<file path="src/rtl/sys_array_stream.sv">
// Weight-stationary ROWS x COLS systolic matrix-vector engine with streaming inputs.
// Define SYS_ARRAY_SAT_EN to clamp each result lane to the signed 2*DATA_WIDTH range.
module sys_array_stream #(
  parameter int unsigned DATA_WIDTH = 8,
  parameter int unsigned ROWS       = 4,
  parameter int unsigned COLS       = 4,
  localparam int unsigned ACC_WIDTH = 2 * DATA_WIDTH + $clog2(COLS),
  localparam int unsigned LATENCY   = ROWS + COLS
) (
  input  logic                                clk,
  input  logic                                reset_n,
  input  logic                                w_valid,
  output logic                                w_ready,
  input  logic [COLS-1:0][DATA_WIDTH-1:0]     w_data,
  input  logic                                in_valid,
  output logic                                in_ready,
  input  logic [COLS-1:0][DATA_WIDTH-1:0]     in_data,
  output logic                                out_valid,
  output logic [ROWS-1:0][ACC_WIDTH-1:0]      out_data
);

  localparam int unsigned ProdW = 2 * DATA_WIDTH;
  localparam int unsigned RowW  = (ROWS > 1) ? $clog2(ROWS) : 1;
  localparam int unsigned CntW  = $clog2(LATENCY + 1);

  typedef enum logic [1:0] {StEmpty, StLoad, StRun, StDrain} state_e;

  state_e          state_q, state_d;
  logic [RowW-1:0] row_cnt_q, row_cnt_d;
  logic [CntW-1:0] drain_cnt_q, drain_cnt_d;
  logic            w_we;
  logic            in_acc;

  // Control FSM
  always_comb begin
    state_d     = state_q;
    row_cnt_d   = row_cnt_q;
    drain_cnt_d = drain_cnt_q;
    w_ready     = 1'b0;
    in_ready    = 1'b0;
    w_we        = 1'b0;
    unique case (state_q)
      StEmpty, StLoad: begin
        // Row counter is zero in StEmpty, so both states share the fill logic.
        w_ready = 1'b1;
        if (w_valid) begin
          w_we = 1'b1;
          if (row_cnt_q == RowW'(ROWS - 1)) begin
            row_cnt_d = '0;
            state_d   = StRun;
          end else begin
            row_cnt_d = row_cnt_q + 1'b1;
            state_d   = StLoad;
          end
        end
      end
      StRun: begin
        in_ready = 1'b1;
        if (w_valid) begin
          state_d     = StDrain;
          drain_cnt_d = CntW'(LATENCY);
        end
      end
      StDrain: begin
        drain_cnt_d = drain_cnt_q - 1'b1;
        if (drain_cnt_q <= CntW'(1)) begin
          state_d = StEmpty;
        end
      end
      default: state_d = StEmpty;
    endcase
  end

  always_ff @(posedge clk) begin
    if (!reset_n) begin
      state_q     <= StEmpty;
      row_cnt_q   <= '0;
      drain_cnt_q <= '0;
    end else begin
      state_q     <= state_d;
      row_cnt_q   <= row_cnt_d;
      drain_cnt_q <= drain_cnt_d;
    end
  end

  assign in_acc = in_valid & in_ready;

  // Datapath state
  logic signed [DATA_WIDTH-1:0] w_q   [ROWS][COLS];
  logic signed [DATA_WIDTH-1:0] sk_q  [COLS][COLS];
  logic signed [DATA_WIDTH-1:0] x_q   [ROWS][COLS];
  logic signed [ACC_WIDTH-1:0]  ps_q  [ROWS][COLS];
  logic signed [ACC_WIDTH-1:0]  dk_q  [ROWS][ROWS];
  logic signed [ACC_WIDTH-1:0]  out_q [ROWS];
  logic [LATENCY-1:0]           vld_q;

  logic signed [DATA_WIDTH-1:0] x_in    [COLS];
  logic signed [DATA_WIDTH-1:0] feed    [COLS];
  logic signed [DATA_WIDTH-1:0] xc      [ROWS][COLS];
  logic signed [ACC_WIDTH-1:0]  pc      [ROWS][COLS];
  logic signed [ProdW-1:0]      prod    [ROWS][COLS];
  logic signed [ACC_WIDTH-1:0]  cell_ps [ROWS][COLS];
  logic signed [ACC_WIDTH-1:0]  row_out [ROWS];
  logic signed [ACC_WIDTH-1:0]  res     [ROWS];

`ifdef SYS_ARRAY_SAT_EN
  localparam logic signed [ACC_WIDTH-1:0] SatMax = ACC_WIDTH'({1'b0, {(ProdW - 1){1'b1}}});
  localparam logic signed [ACC_WIDTH-1:0] SatMin = ~SatMax;
`endif

  always_comb begin
    // Unaccepted cycles inject zeros so idle pipeline slots carry no stale data.
    for (int j = 0; j < COLS; j++) begin
      x_in[j] = in_acc ? signed'(in_data[j]) : '0;
    end
    feed[0] = x_in[0];
    for (int j = 1; j < COLS; j++) begin
      feed[j] = sk_q[j][j-1];
    end
    for (int j = 0; j < COLS; j++) begin
      xc[0][j] = feed[j];
      for (int i = 1; i < ROWS; i++) begin
        xc[i][j] = x_q[i-1][j];
      end
    end
    for (int i = 0; i < ROWS; i++) begin
      pc[i][0] = '0;
      for (int j = 1; j < COLS; j++) begin
        pc[i][j] = ps_q[i][j-1];
      end
      for (int j = 0; j < COLS; j++) begin
        prod[i][j]    = ProdW'(w_q[i][j]) * ProdW'(xc[i][j]);
        cell_ps[i][j] = pc[i][j] + ACC_WIDTH'(prod[i][j]);
      end
    end
    // Row i leaves the grid ROWS-1-i cycles before the last row does.
    row_out[ROWS-1] = ps_q[ROWS-1][COLS-1];
    for (int i = 0; i + 1 < ROWS; i++) begin
      row_out[i] = dk_q[i][ROWS-2-i];
    end
    for (int i = 0; i < ROWS; i++) begin
`ifdef SYS_ARRAY_SAT_EN
      if (row_out[i] > SatMax) begin
        res[i] = SatMax;
      end else if (row_out[i] < SatMin) begin
        res[i] = SatMin;
      end else begin
        res[i] = row_out[i];
      end
`else
      res[i] = row_out[i];
`endif
    end
  end

  always_ff @(posedge clk) begin
    if (!reset_n) begin
      w_q   <= '{default: '0};
      sk_q  <= '{default: '0};
      x_q   <= '{default: '0};
      ps_q  <= '{default: '0};
      dk_q  <= '{default: '0};
      out_q <= '{default: '0};
      vld_q <= '0;
    end else begin
      if (w_we) begin
        for (int j = 0; j < COLS; j++) begin
          w_q[row_cnt_q][j] <= signed'(w_data[j]);
        end
      end
      for (int j = 0; j < COLS; j++) begin
        sk_q[j][0] <= x_in[j];
        for (int k = 1; k < COLS; k++) begin
          sk_q[j][k] <= sk_q[j][k-1];
        end
      end
      for (int i = 0; i < ROWS; i++) begin
        for (int j = 0; j < COLS; j++) begin
          x_q[i][j]  <= xc[i][j];
          ps_q[i][j] <= cell_ps[i][j];
        end
        dk_q[i][0] <= ps_q[i][COLS-1];
        for (int k = 1; k < ROWS; k++) begin
          dk_q[i][k] <= dk_q[i][k-1];
        end
        out_q[i] <= res[i];
      end
      vld_q <= {vld_q[LATENCY-2:0], in_acc};
    end
  end

  always_comb begin
    for (int i = 0; i < ROWS; i++) begin
      out_data[i] = out_q[i];
    end
  end

  assign out_valid = vld_q[LATENCY-1];

endmodule

</file>
<file path="config.mk">
export PLATFORM = sky130hd
export DESIGN_NAME = sys_array_stream
export DESIGN_NICKNAME = d
export VERILOG_FILES = /design/src/rtl/sys_array_stream.sv
export SDC_FILE = /design/constraint.sdc
export NUM_CORES = 2
export LEC_CHECK = 0
export CORE_ASPECT_RATIO = 0.5
export CORE_MARGIN = 5
export CORE_UTILIZATION = 65
export CTS_CLUSTER_DIAMETER = 150
export DETAILED_ROUTE_END_ITERATION = 12
export GPL_ROUTABILITY_DRIVEN = 1
export PLACE_DENSITY = 0.94
export SETUP_SLACK_MARGIN = 0.15
export SLEW_MARGIN = 30
export SYNTH_ARGS = -nofsm -noshare
export SYNTH_HDL_FRONTEND = slang
export SYNTH_SLANG_ARGS = --single-unit
</file>
<file path="constraint.sdc">
create_clock -name clk -period 7.8 [get_ports clk]
set_input_delay 1.56 -clock clk [delete_from_list [all_inputs] [get_ports clk]]
set_output_delay 1.56 -clock clk [all_outputs]
set_load 0.005 [all_outputs]
</file>
==> results.md <==
- Number of core rows: between 80 and 90
- H-tree depth: 3
- Initial antenna violation count: 9
- Synth top cells by count: 1307 x inv_1, 1164 x fa_1, 930 x and2_1
- Crit-path slowest cell: and2_2
- Switching portion of total power: 24.59%
- Run status: completed
- Syn Nets: 8909
- Post-CTS Setup Bufs: 0
- WP buf/inv: 5
- P_leak: 37.74 nW
- Setup_tns: 0 ns
- CP Class: in2reg
- Die height: 240.1 um
- RSZ-0062 raised after global routing: false
- Hold Path Depth: 1
- Register area: 14890 um^2
- Core area: roughly 110000 um^2
- Worst rel slew slack: 33.78%
- Vias in the first global route: 54270
- Setup crit start kind: input pin
- Distinct cells, synth: 78
- Fraction of layout cells with a size suffix above 1: 2.650%
- FILL cells: roughly 6600
- Switching power: about 2 mW
- Hold Path Class: reg2reg
- Worst-Skew Late Latency: 0.71 ns
- Area growth syn-to-layout: 7.475%
- Pint: 6.109 mW
- Vias per cell: around 5.8
- I/O pins: 143
- Layout Skew: 0.04447 ns
- Sequential area share after synthesis: 21.63%
- Max-Cap Viols: 0
- Synthesized flop and latch total: 744
- Layout Nets: 8918
- Number of synthesized flops with an enable pin: 0
- Mapped Avg Cell Area: 9.748 um^2
- Period utilization: 80.69%
- Final Critical Period: 6.294 ns
- Final GP Congestion: 0.9123
- Syn Inst Count: between 7000 and 8000
- Critical path peak fanout: 52
- Global Route Usage Sum: a little under a third
- Pwr dens: 109.5 nW/um^2
- Multi-input gate area: 48170 um^2
- Post-route DRC: 0
- Die X-Extent: about 470 um
- First-pass DRT Iterations: 8
- R2R cell count: 19
- Worst Tran Pin Value: 0.9902 ns
- Sink Count: around 740
- Most used cell, CP: fa_1
- Cts hold-fix bufs: 0
- Via count: roughly 49000
- Synth async-reset ratio: 0%
- Setup WS pre-CTS: 0.8632 ns
- Most frequent cell after synthesis: inv_1
- Synth Cell Area: between 60000 and 70000 um^2
- Final Max Slew Viols: 0
- Critical Path RT: 8.42 ns
- First-pass GRT wire length: 277200 um
- Yosys top cell area share: 33.85%
- Part of the power in registers: 48.0%
- Die area: 112900 um^2
- Synth area leader: fa_1
- Initial DRC Count: 4564
- Critical Path AT: 6.91 ns
- Peak Freq: between 150 and 200 MHz
- Largest cells by area after synthesis: fa_1 34%, dfxtp_1 22%, ha_1 11%, and2_1 8.5%, inv_1 7.1%
- Antenna-violating nets left: 0
- Worst-path clk slew: roughly 0.070 ns
- Hold Violations, Final: 0
- Main synth FF type: dfxtp_1
- Worst VDD drop: 0.1409 mV
- Routed wire length: 167600 um
- Resized Gates After CTS: 0
- Endpoint class of the critical path: flop
- Pin count of the biggest net entering global routing: 192
- Port bufs: 142
- Starting Density: 65.51%
- CTS Buffer Depth: 3
- Wire per inst: approximately 20 um
- Final WS setup: between 1.5 and 2 ns
- YS warnings: 0
- GRT overflow: 0
- Crit path depth: 18
- CTS buffer count: 74
- Share of total power in combinational logic: ~3.0%
- Top Family by Delay on Critical Path: adder cells
- Worst-path cell chain: clkdlybuf4s50_1 -> and2_2 -> buf_4 -> nand3_1 -> fa_1 -> inv_1 -> fa_1 -> inv_1 -> fa_1 -> fa_1 -> inv_1 -> ha_1 -> nor2b_1 -> o21ai_1 -> a21boi_0 -> o311a_1 -> o22ai_1 -> mux2i_1
- Final HPWL DP: 120800 um
- Clock Power Share: 49.0%
- Final setup viols: 0
- CTS Root Cell: clkbuf_16
- Largest stage delay on the critical path: 0.65 ns
- CTS tree: yes
==> worst register-to-register path, cell delays in order, from the launching register on <==
cell,delay (ns)
dfxtp_1,0.45
inv_1,0.10
nor2_1,0.63
and2_2,0.79
buf_4,0.47
nand3_1,0.18
fa_1,0.44
inv_1,0.07
fa_1,0.41
inv_1,0.09
fa_1,0.41
fa_1,0.50
inv_1,0.04
ha_1,0.29
nor2b_1,0.15
o21ai_1,0.23
a21boi_0,0.19
o311a_1,0.37
o22ai_1,0.20
mux2i_1,0.20
==> sequential cells by signal, indices dropped and copies added, names as in the netlist <==
signal       count
pc             204
w_q            128
dk_q           108
x_q             96
out_data        72
ps_q            72
feed            24
sk_q            24
vld_q            8
drain_cnt_q      4
row_cnt_q        2
state_q          2
==> stage by stage <==
stage	std cells	power, mW	cell area [um^2]	hold WS [ns]	util (%)
2_1_floorplan	7063	4.065	68850	0.4119	-
3_3_place_gp	8415	4.193	71330	0.4129	67.87
3_5_place_dp	8415	4.203	71330	0.4177	67.87
4_1_cts	8551	8.126	73980	0.4308	70.39
5_1_grt	8553	8.322	73980	0.4405	70.39
6_report	8558	8.101	74000	0.4308	70.40
==> power groups by stage <==
stage	clock network, mW	registers [mW]	logic, mW
floorplan	0	3.93	0.136
global placement	0	3.97	0.225
detailed placement	0	3.97	0.232
CTS	4.00	3.89	0.237
global route	4.17	3.89	0.260
finish	3.97	3.89	0.245
==> final cells by class <==
class                   count  area share, %
flip-flops and latches    744          20.13
repair buffers            156          2.103
inverters                1314          6.676
clock inverters            53         0.9418
multi-input cells        4782          65.10
diodes                      7        0.02367
clock buffers              83          2.631
well taps                1419          2.399
==> path summary, 6_finish.rpt <==
path,from,end,slack [ns]
max,in_valid,pc[264]$_SDFF_PN0_,1.51
min,ps_q[11]$_SDFF_PN0_,out_data[65]$_SDFF_PN0_,0.43
max reg2reg,state_q[1]$_SDFFE_PN0P_,pc[264]$_SDFF_PN0_,1.52
min reg2reg,ps_q[11]$_SDFF_PN0_,out_data[65]$_SDFF_PN0_,0.43
==> metal layers <==
metal / track usage (%) / vias up / share of wire (%) / wire, um
met5: 0 / - / 0.058 / 98
met4: 14.96 / 12 / 5.6 / 9378
met3: 8.346 / 802 / 10 / 16760
met2: 51.15 / 2700 / 47 / 79540
met1: 36.91 / 24190 / 37 / 61860
li1: - / 21500 / - / -
==> cells by family after synthesis <==
group | Yosys count | synth area share (%)
DFF | 744 | 21.63
buffers and inverters | 1537 | 8.407
muxes | 17 | 0.2617
xor gates and xnor gates | 220 | 2.799
and+or+nand+nor | 2183 | 16.38
AOI/OAI and AO/OA | 584 | 5.514
adders and majority gates | 1778 | 45.00
==> layout by cell type (no fill, tap or decap), types with 11 or more instances in the layout <==
cell type / n
o21ai_1: 23
nand3_1: 50
nor3_1: 36
ha_1: 614
nand2b_1: 59
nand4_1: 11
a21oi_1: 242
o211ai_1: 19
o21a_1: 49
a21o_1: 40
nor2b_1: 28
buf_4: 12
clkdlybuf4s50_1: 141
clkinvlp_4: 13
nand2_1: 651
dfxtp_1: 744
and2_1: 929
o21bai_1: 29
bufinv_16: 11
nor2_1: 280
xnor2_1: 158
clkbuf_16: 75
a211oi_1: 21
mux2i_1: 12
or3_1: 15
fa_1: 1164
inv_1: 1306
o21ai_0: 67
and3_1: 85
xor2_1: 62
No activity file was read; power rests on OpenSTA's default activity.
